File: src/rtl/mpsoc_dbg_pkg.sv
// Shared definitions for the debug-unit Wishbone bridge blocks.
package mpsoc_dbg_pkg;

    // Bus-side controller states
    typedef enum logic [1:0] {
        StIdle,
        StBus,
        StDone
    } dbg_wb_state_e;

    // Classic single-cycle Wishbone transfer encodings
    localparam logic [2:0] WbCtiClassic = 3'b000;
    localparam logic [1:0] WbBteLinear  = 2'b00;

    // Default bus geometry
    localparam int unsigned DbgDefaultAw = 32;
    localparam int unsigned DbgDefaultDw = 32;

endpackage

File: src/rtl/mpsoc_dbg_syncflop.sv
// Toggle-to-level synchroniser with a set/reset hold flop. A toggle on
// TOGGLE_IN is brought into DEST_CLK, edge-detected and latched into D_OUT,
// which stays high until D_RST. A new edge wins over a simultaneous D_RST so
// a toggle landing in the consume cycle is not lost.
module mpsoc_dbg_syncflop (
    input  logic DEST_CLK,
    input  logic RESET,
    input  logic TOGGLE_IN,
    input  logic D_SET,
    input  logic D_RST,
    output logic D_OUT
);

    logic sync1_q, sync2_q, syncprev_q;
    logic sr_q;
    logic edge_det;

    // Two-flop synchroniser plus a delayed copy for edge detection
    always_ff @(posedge DEST_CLK or posedge RESET) begin
        if (RESET) begin
            sync1_q    <= 1'b0;
            sync2_q    <= 1'b0;
            syncprev_q <= 1'b0;
        end else begin
            sync1_q    <= TOGGLE_IN;
            sync2_q    <= sync1_q;
            syncprev_q <= sync2_q;
        end
    end

    assign edge_det = sync2_q ^ syncprev_q;

    // Hold flop: set has priority over clear
    always_ff @(posedge DEST_CLK or posedge RESET) begin
        if (RESET) begin
            sr_q <= 1'b0;
        end else if (edge_det || D_SET) begin
            sr_q <= 1'b1;
        end else if (D_RST) begin
            sr_q <= 1'b0;
        end
    end

    assign D_OUT = sr_q;

endmodule

File: src/rtl/mpsoc_dbg_wb_sync_ctrl.sv
// Debug-domain request to Wishbone single-transfer controller. A toggle from
// the debug clock domain launches one classic Wishbone cycle; completion
// (ack, error or timeout) is reported back with a toggle on ACK_TOGGLE_OUT.
module mpsoc_dbg_wb_sync_ctrl
    import mpsoc_dbg_pkg::*;
#(
    parameter int unsigned AW      = DbgDefaultAw,
    parameter int unsigned DW      = DbgDefaultDw,
    parameter int unsigned TIMEOUT = 255
) (
    input  logic            CLK,
    input  logic            RSTN,

    input  logic            REQ_TOGGLE_IN,
    input  logic [AW-1:0]   ADDR_IN,
    input  logic [DW-1:0]   DATA_IN,
    input  logic [DW/8-1:0] SEL_IN,
    input  logic            WE_IN,

    output logic            ACK_TOGGLE_OUT,
    output logic [DW-1:0]   DATA_OUT,
    output logic            ERR_OUT,
    output logic            TIMEOUT_OUT,
    output logic            BUSY_OUT,

    output logic            WB_CYC_O,
    output logic            WB_STB_O,
    output logic            WB_WE_O,
    output logic [AW-1:0]   WB_ADR_O,
    output logic [DW-1:0]   WB_DAT_O,
    output logic [DW/8-1:0] WB_SEL_O,
    output logic [2:0]      WB_CTI_O,
    output logic [1:0]      WB_BTE_O,
    input  logic [DW-1:0]   WB_DAT_I,
    input  logic            WB_ACK_I,
    input  logic            WB_ERR_I
);

    // Counter is sized for TIMEOUT itself; keep at least one bit when disabled
    localparam int unsigned    CntW    = (TIMEOUT > 0) ? $clog2(TIMEOUT + 1) : 1;
    localparam logic [CntW-1:0] CntMax  = '1;
    localparam logic [CntW-1:0] TmoLast = CntW'(TIMEOUT - 1);

    dbg_wb_state_e    state_q;
    logic [AW-1:0]    adr_q;
    logic [DW-1:0]    wdat_q;
    logic [DW/8-1:0]  sel_q;
    logic             we_q;
    logic [CntW-1:0]  cnt_q;
    logic             ack_tgl_q;
    logic [DW-1:0]    rdat_q;
    logic             err_q;
    logic             tmo_q;

    logic             pending;
    logic             consume;
    logic             in_bus;
    logic             tmo_hit;
    logic             sync_rst;

    assign sync_rst = ~RSTN;
    assign consume  = (state_q == StIdle) && pending;

    mpsoc_dbg_syncflop u_req_sync (
        .DEST_CLK  (CLK),
        .RESET     (sync_rst),
        .TOGGLE_IN (REQ_TOGGLE_IN),
        .D_SET     (1'b0),
        .D_RST     (consume),
        .D_OUT     (pending)
    );

    // Last permitted wait cycle reached with no slave response
    assign tmo_hit = (TIMEOUT != 0) && (cnt_q == TmoLast);

    // Controller FSM with its captured request fields and result registers
    always_ff @(posedge CLK or negedge RSTN) begin
        if (!RSTN) begin
            state_q   <= StIdle;
            adr_q     <= '0;
            wdat_q    <= '0;
            sel_q     <= '0;
            we_q      <= 1'b0;
            cnt_q     <= '0;
            ack_tgl_q <= 1'b0;
            rdat_q    <= '0;
            err_q     <= 1'b0;
            tmo_q     <= 1'b0;
        end else begin
            unique case (state_q)
                StIdle: begin
                    if (pending) begin
                        adr_q   <= ADDR_IN;
                        wdat_q  <= DATA_IN;
                        sel_q   <= SEL_IN;
                        we_q    <= WE_IN;
                        cnt_q   <= '0;
                        state_q <= StBus;
                    end
                end
                StBus: begin
                    // Slave responses take priority over the timeout abort
                    if (WB_ERR_I) begin
                        err_q   <= 1'b1;
                        tmo_q   <= 1'b0;
                        state_q <= StDone;
                    end else if (WB_ACK_I) begin
                        if (!we_q) begin
                            rdat_q <= WB_DAT_I;
                        end
                        err_q   <= 1'b0;
                        tmo_q   <= 1'b0;
                        state_q <= StDone;
                    end else if (tmo_hit) begin
                        err_q   <= 1'b0;
                        tmo_q   <= 1'b1;
                        state_q <= StDone;
                    end else if (cnt_q != CntMax) begin
                        cnt_q <= cnt_q + CntW'(1);
                    end
                end
                StDone: begin
                    ack_tgl_q <= ~ack_tgl_q;
                    state_q   <= StIdle;
                end
                default: begin
                    state_q <= StIdle;
                end
            endcase
        end
    end

    // Bus outputs are driven only while a cycle is open; reset drops them at once
    assign in_bus   = (state_q == StBus);
    assign WB_CYC_O = in_bus;
    assign WB_STB_O = in_bus;
    assign WB_WE_O  = in_bus & we_q;
    assign WB_ADR_O = in_bus ? adr_q  : '0;
    assign WB_DAT_O = in_bus ? wdat_q : '0;
    assign WB_SEL_O = in_bus ? sel_q  : '0;
    assign WB_CTI_O = in_bus ? WbCtiClassic : 3'b000;
    assign WB_BTE_O = in_bus ? WbBteLinear  : 2'b00;

    assign ACK_TOGGLE_OUT = ack_tgl_q;
    assign DATA_OUT       = rdat_q;
    assign ERR_OUT        = err_q;
    assign TIMEOUT_OUT    = tmo_q;
    assign BUSY_OUT       = (state_q != StIdle);

endmodule

File: config.mk
export PLATFORM = sky130hd
export DESIGN_NAME = mpsoc_dbg_wb_sync_ctrl
export DESIGN_NICKNAME = d
export VERILOG_FILES = /design/src/rtl/mpsoc_dbg_pkg.sv /design/src/rtl/mpsoc_dbg_syncflop.sv /design/src/rtl/mpsoc_dbg_wb_sync_ctrl.sv
export SDC_FILE = /design/constraint.sdc
export NUM_CORES = 1
export LEC_CHECK = 0
export ABC_AREA = 1
export CORE_MARGIN = 5
export CORE_UTILIZATION = 38
export DETAILED_ROUTE_END_ITERATION = 8
export GPL_TIMING_DRIVEN = 0
export HOLD_SLACK_MARGIN = 0.02
export PLACE_DENSITY = 0.76
export SETUP_SLACK_MARGIN = 0.02
export SYNTH_ARGS = -nofsm -noshare
export SYNTH_HDL_FRONTEND = slang
export SYNTH_HIERARCHICAL = 1
export SYNTH_SLANG_ARGS = --single-unit
export TNS_END_PERCENT = 50
File: constraint.sdc
create_clock -name CLK -period 1.45 [get_ports CLK]
set_clock_uncertainty 0.05 [all_clocks]
set_input_delay 0.435 -clock CLK [delete_from_list [all_inputs] [get_ports CLK]]
set_output_delay 0.435 -clock CLK [all_outputs]
set_load 0.03 [all_outputs]
==> Word level (Yosys, flattened, before mapping) <==
Index checks and enable logic that the tools add are counted.
{ "totals": {"reg_bits": 118, "in_bits": 106, "out_inout_bits": 112, "elab_cells": 63} }
{ "op_classes": {"addsub": 1, "eq_ne": 10, "n_mux": 22, "bitwise": 5, "n_reduce_logical": 11} }
{ "ops": {"columns": ["op", "n"], "rows": [
  ["$mux 32", 2],
  ["$mux 8", 5],
  ["$pmux 8 s2", 1],
  ["$add 8x1->8 const B", 1],
  ["$eq 8x8->1 const B", 1],
  ["$mux 1", 8],
  ["$mux 2", 4],
  ["$ne 8x8->1 const B", 1],
  ["$ne 2x2->1 const B", 3],
  ["$reduce_and 2->1", 3],
  ["$reduce_and 6->1", 1],
  ["$reduce_bool 2->1", 3],
  ["$mux 4", 1],
  ["$ne 2x1->1 const B", 2],
  ["$ne 4x3->1 const B", 1],
  ["$pmux 2 s2", 1],
  ["$reduce_and 4->1", 1],
  ["$not 1->1", 3],
  ["$reduce_bool 3->1", 1],
  ["$eq 2x1->1 const B", 1],
  ["$eq 2x2->1 const B", 1],
  ["$logic_not 2->1", 1],
  ["$and 1x1->1", 1],
  ["$logic_and 1x1->1", 1],
  ["$xor 1x1->1", 1]
]} }

==> Longest topological paths before layout <==
{ "depth": {"word_depth": 6, "depth_mapped": 11, "ltp_nobuf": 10} }

==> Hierarchy <==
Netlist, hierarchy kept.
{ "by_module_without_submodules": {"columns": ["mod", "n_inst", "cells_per_inst", "area_each_um2", "seq_area_each_um2"], "rows": [
  ["mpsoc_dbg_wb_sync_ctrl", 1, 541, 4954.8, 2852.7],
  ["mpsoc_dbg_syncflop", 1, 13, 135.1, 100.1]
]} }

==> Worst setup path before layout <==
No wires, ideal clock.
{ "synth_timing": {"kind": "register to output", "startpoint": "reg state_q[1]", "endpoint": "out WB_ADR_O[10]", "arrival_time_ns": 1.459, "required_time_ns": 0.965, "setup_slack_ns": -0.494, "stages_incl_launch_ff": 6, "n_path_buf": 2, "cell_sequence": "dfrtp_1 > nor2_4 > buf_4 > inv_2 > buf_2 > nor2_1"} }
{ "synth_via": {"elab_chain_len": 2} }
{ "synth_lines": {"columns": ["element", "line", "source"], "rows": [
  ["from (decl)", "mpsoc_dbg_wb_sync_ctrl.sv:44", "dbg_wb_state_e state_q;"],
  ["from (signal assigned)", "mpsoc_dbg_wb_sync_ctrl.sv:79", "state_q <= StIdle;"],
  ["from (signal assigned)", "mpsoc_dbg_wb_sync_ctrl.sv:98", "state_q <= StBus;"],
  ["from (signal assigned)", "mpsoc_dbg_wb_sync_ctrl.sv:106", "state_q <= StDone;"],
  ["$eq 2x1->1", "mpsoc_dbg_wb_sync_ctrl.sv:134", "assign in_bus = (state_q == StBus);"],
  ["net WB_CYC_O", "mpsoc_dbg_wb_sync_ctrl.sv:26", "output logic WB_CYC_O,"],
  ["$mux 32", "mpsoc_dbg_wb_sync_ctrl.sv:138", "assign WB_ADR_O = in_bus ? adr_q : '0;"],
  ["to (decl)", "mpsoc_dbg_wb_sync_ctrl.sv:29", "output logic [AW-1:0] WB_ADR_O,"]
]} }
The timed path passes the listed nets, and every way through them passes these cells.

==> Final worst setup path <==
{ "layout_timing": {"startpoint": "reg state_q[0]", "endpoint": "out WB_DAT_O[31]"} }
{ "layout_via": {"elab_chain_len": 2} }
{ "layout_lines": {"columns": ["element", "line", "source"], "rows": [
  ["$eq 2x1->1", "mpsoc_dbg_wb_sync_ctrl.sv:134", null],
  ["$mux 32", "mpsoc_dbg_wb_sync_ctrl.sv:139", "assign WB_DAT_O = in_bus ? wdat_q : '0;"],
  ["to (decl)", "mpsoc_dbg_wb_sync_ctrl.sv:30", "output logic [DW-1:0] WB_DAT_O,"]
]} }
Every way passes these cells.

==> flow_metrics.tcl <==
set metrics [dict create \
    outcome "finished, violations left" \
    violations "setup timing" \
    yosysUniqueCellTypes 26 \
    rsz0062_at_grt "true" \
    dieArea_um2 15800 \
    clock_latency_ps 400 \
    syn_inst 554 \
    synthTopCellsByArea "dfrtp_1 (58%), nand2_1 (7.8%), o21ai_0 (7.7%)" \
    die_h_um 126 \
    cts_max_level 4 \
    yosys_warnings 6 \
    synth_top_area_cell "dfrtp_1" \
    syn-cell-area_um2 5090 \
    slew_violations 0 \
    grt_use_total 0.189 \
    gp_congestion 0.877 \
    r2r-end "cnt_q[1]" \
    n_antenna_cell 0 \
    arrival_ps 1560 \
    drive_above_1_share 0.380 \
    cts_root_buffer "clkbuf_16" \
    vias_per_cell 4.60 \
    crit_fanout 10 \
    max_cap_viol_count 0 \
    fmax_mhz 489 \
    syn_avg_cell_area_um2 9.19 \
    setup_viol 171 \
    synth_top_cell_area_share 0.580 \
    worstSetupPathType "flop to output pin" \
    power.static_leakage_nw 4.19 \
    reg2reg_from "state_q[1]" \
    core_um2 13200 \
    detail-route-antenna-nets 0 \
    cp-end-kind "output pin" \
    overflow 0 \
    first_iter_violations 199 \
    antenna_found_initial 0 \
    finalCritPeriodShare 1.41 \
    cts_tree "built" \
    syn2layout_area_growth_pct 78.2 \
    stdcell_area_um2 9070 \
    relSlewSlack 0.571 \
    grt_max_degree 66 \
    powerDensity_nw_per_um2 2540 \
    cts.sinks 118 \
    post-route-min-period_ps 2040 \
    hpwl_um 11000 \
    cts.clk_slew.worst_paths_ps 50 \
    hold_violations 0 \
    reg2reg_slack_ps -200 \
    cts-buffers-inserted 17 \
    crit_path_start_kind "flop" \
    placed_area_um2 7780 \
    setup_ws_ps -593 \
    seq_area_frac_synth 0.580 \
    hold_class "input port to async pin" \
    r2r_cells 10 \
    num_vias 4628 \
    wl_um 15200 \
    grt_pass1_wl_um 24200 \
    rows 42 \
    io_pins 218 \
    drcViolationCount 0 \
    grt_pass1_vias 4909 \
    timing.hold.ws_ps 6.88 \
    io_buffers 212 \
    cp.required_ps 970 \
    ir_drop_v 0.00118 \
    start_util 0.386 \
    dr.pass1.iters 4 \
    ys_seq_elements 118 \
    dieWidth_um 126 \
    fin_nets 925 \
    fin_setup_tns_ps -51350 \
    worst_pin_slew_ps 644 \
    drt-wirelength-per-cell_um 15.1 \
    cts_buffer_depth 2 \
]
==> placed cells by master (no fill, tap or decap), drive strengths merged <==
cell type and count:
xnor2 1, mux2 32, a21oi 1, inv 90
o21ai 79, clkinv 4, nor2 78, or2 2
conb 6, clkbuf 21, nand2 108, buf 165
ha 2, clkdlybuf4s15 1, nand3 11, clkinvlp 4
o21bai 1, dfrtp 118, clkdlybuf4s50 104, nand3b 1
bufinv 1
==> cells in the mapped netlist <==
cell	count
nand3_4	1
ha_1	2
o21ai_0	78
nor2_1	77
o21ai_1	1
nand2_2	1
nand3b_1	1
buf_2	20
o21bai_1	1
mux2_2	30
conb_1	1
inv_2	2
nor2_4	1
mux2_1	2
a21oi_1	1
dfrtp_1	118
clkbuf_1	2
nand3_1	10
or2_2	1
buf_6	4
xnor2_1	1
nand2_1	106
or2_0	1
nand2_4	1
buf_4	7
inv_1	84
==> power by group <==
part	leakage, nW	total, mW	switching (mW)	internal [mW]
registers	1.45	5.50	0.673	4.82
clock network	0.273	4.03	1.56	2.47
logic	2.47	13.5	7.59	5.94
total	4.19	23.0	9.82	13.2
==> sequential cells by signal (all words and copies together) (netlist names), 2 cells and up <==
register,count
DATA_OUT,32
adr_q,32
cnt_q,8
sel_q,4
state_q,2
wdat_q,32
==> worst max-delay path, cell delays in order (launching register included) <==
cell and delay [ps]:
dfrtp_1 380, inv_2 60, nor2_4 110, buf_12 130
inv_12 50, buf_12 150, nor2_2 120, buf_6 150
==> per-stage QoR <==
step                setup slack (ps)   util  power (mW)  cells
floorplan                       -311      -        12.4    559
global placement               -4400  0.588        16.3    947
detailed placement             -1000  0.590        16.6    948
CTS                             -601  0.656        21.8    992
global route                    -669  0.688        24.4   1006
finish                          -593  0.688        23.1   1006
==> per-layer routing <==
metal  wire length [um]  up-vias  track usage  share of wire
met3               1120       22       0.0584          0.074
met2               7640      201        0.325           0.50
met4                252        0       0.0549          0.017
met1               6210     2180        0.230           0.41
met5                  0        -            0              0
li1                   -     2225            -              -
==> worst max path at each step <==
stage,startpoint,end,slack [ps]
floorplan,state_q[1],WB_ADR_O[22],-310
global placement,RSTN,adr_q[9],-4400
detailed placement,state_q[1],WB_ADR_O[1],-1000
CTS,state_q[1],WB_ADR_O[1],-600
global route,state_q[0],WB_WE_O,-670
finish,state_q[0],WB_DAT_O[31],-590
==> cell type report <==
cell class	count	area, um^2
multi-input combinational	322	2050
clock inverter	13	123
timing repair buffer	239	2510
buffer	33	424
clock buffer	19	453
inverter	86	338
fill	1010	4120
tap	176	220
sequential	118	2950
==> cells by family after synthesis <==
group | Yosys count | share of synthesized area
fa+ha+maj | 2 | 0.00492
xor+xnor | 1 | 0.00172
simple gates | 200 | 0.158
mux | 32 | 0.0708
other cells | 1 | 0.000737
flops | 118 | 0.580
compound gates | 81 | 0.0801
buf+inv | 119 | 0.104
==> timing repair <==
| action | 4_1_cts | 5_1_grt |
|---|---|---|
| cloned | 0 | 2 |
| hold endpoints to repair | 0 | 0 |
| resized for setup | 759 | 91 |
| endpoints found under the setup margin | 212 | 215 |
| pin swaps | 1 | 5 |
| setup buffers | 12 | 12 |
| hold buffers | 0 | 0 |
Power figures use the tool's default switching activity.
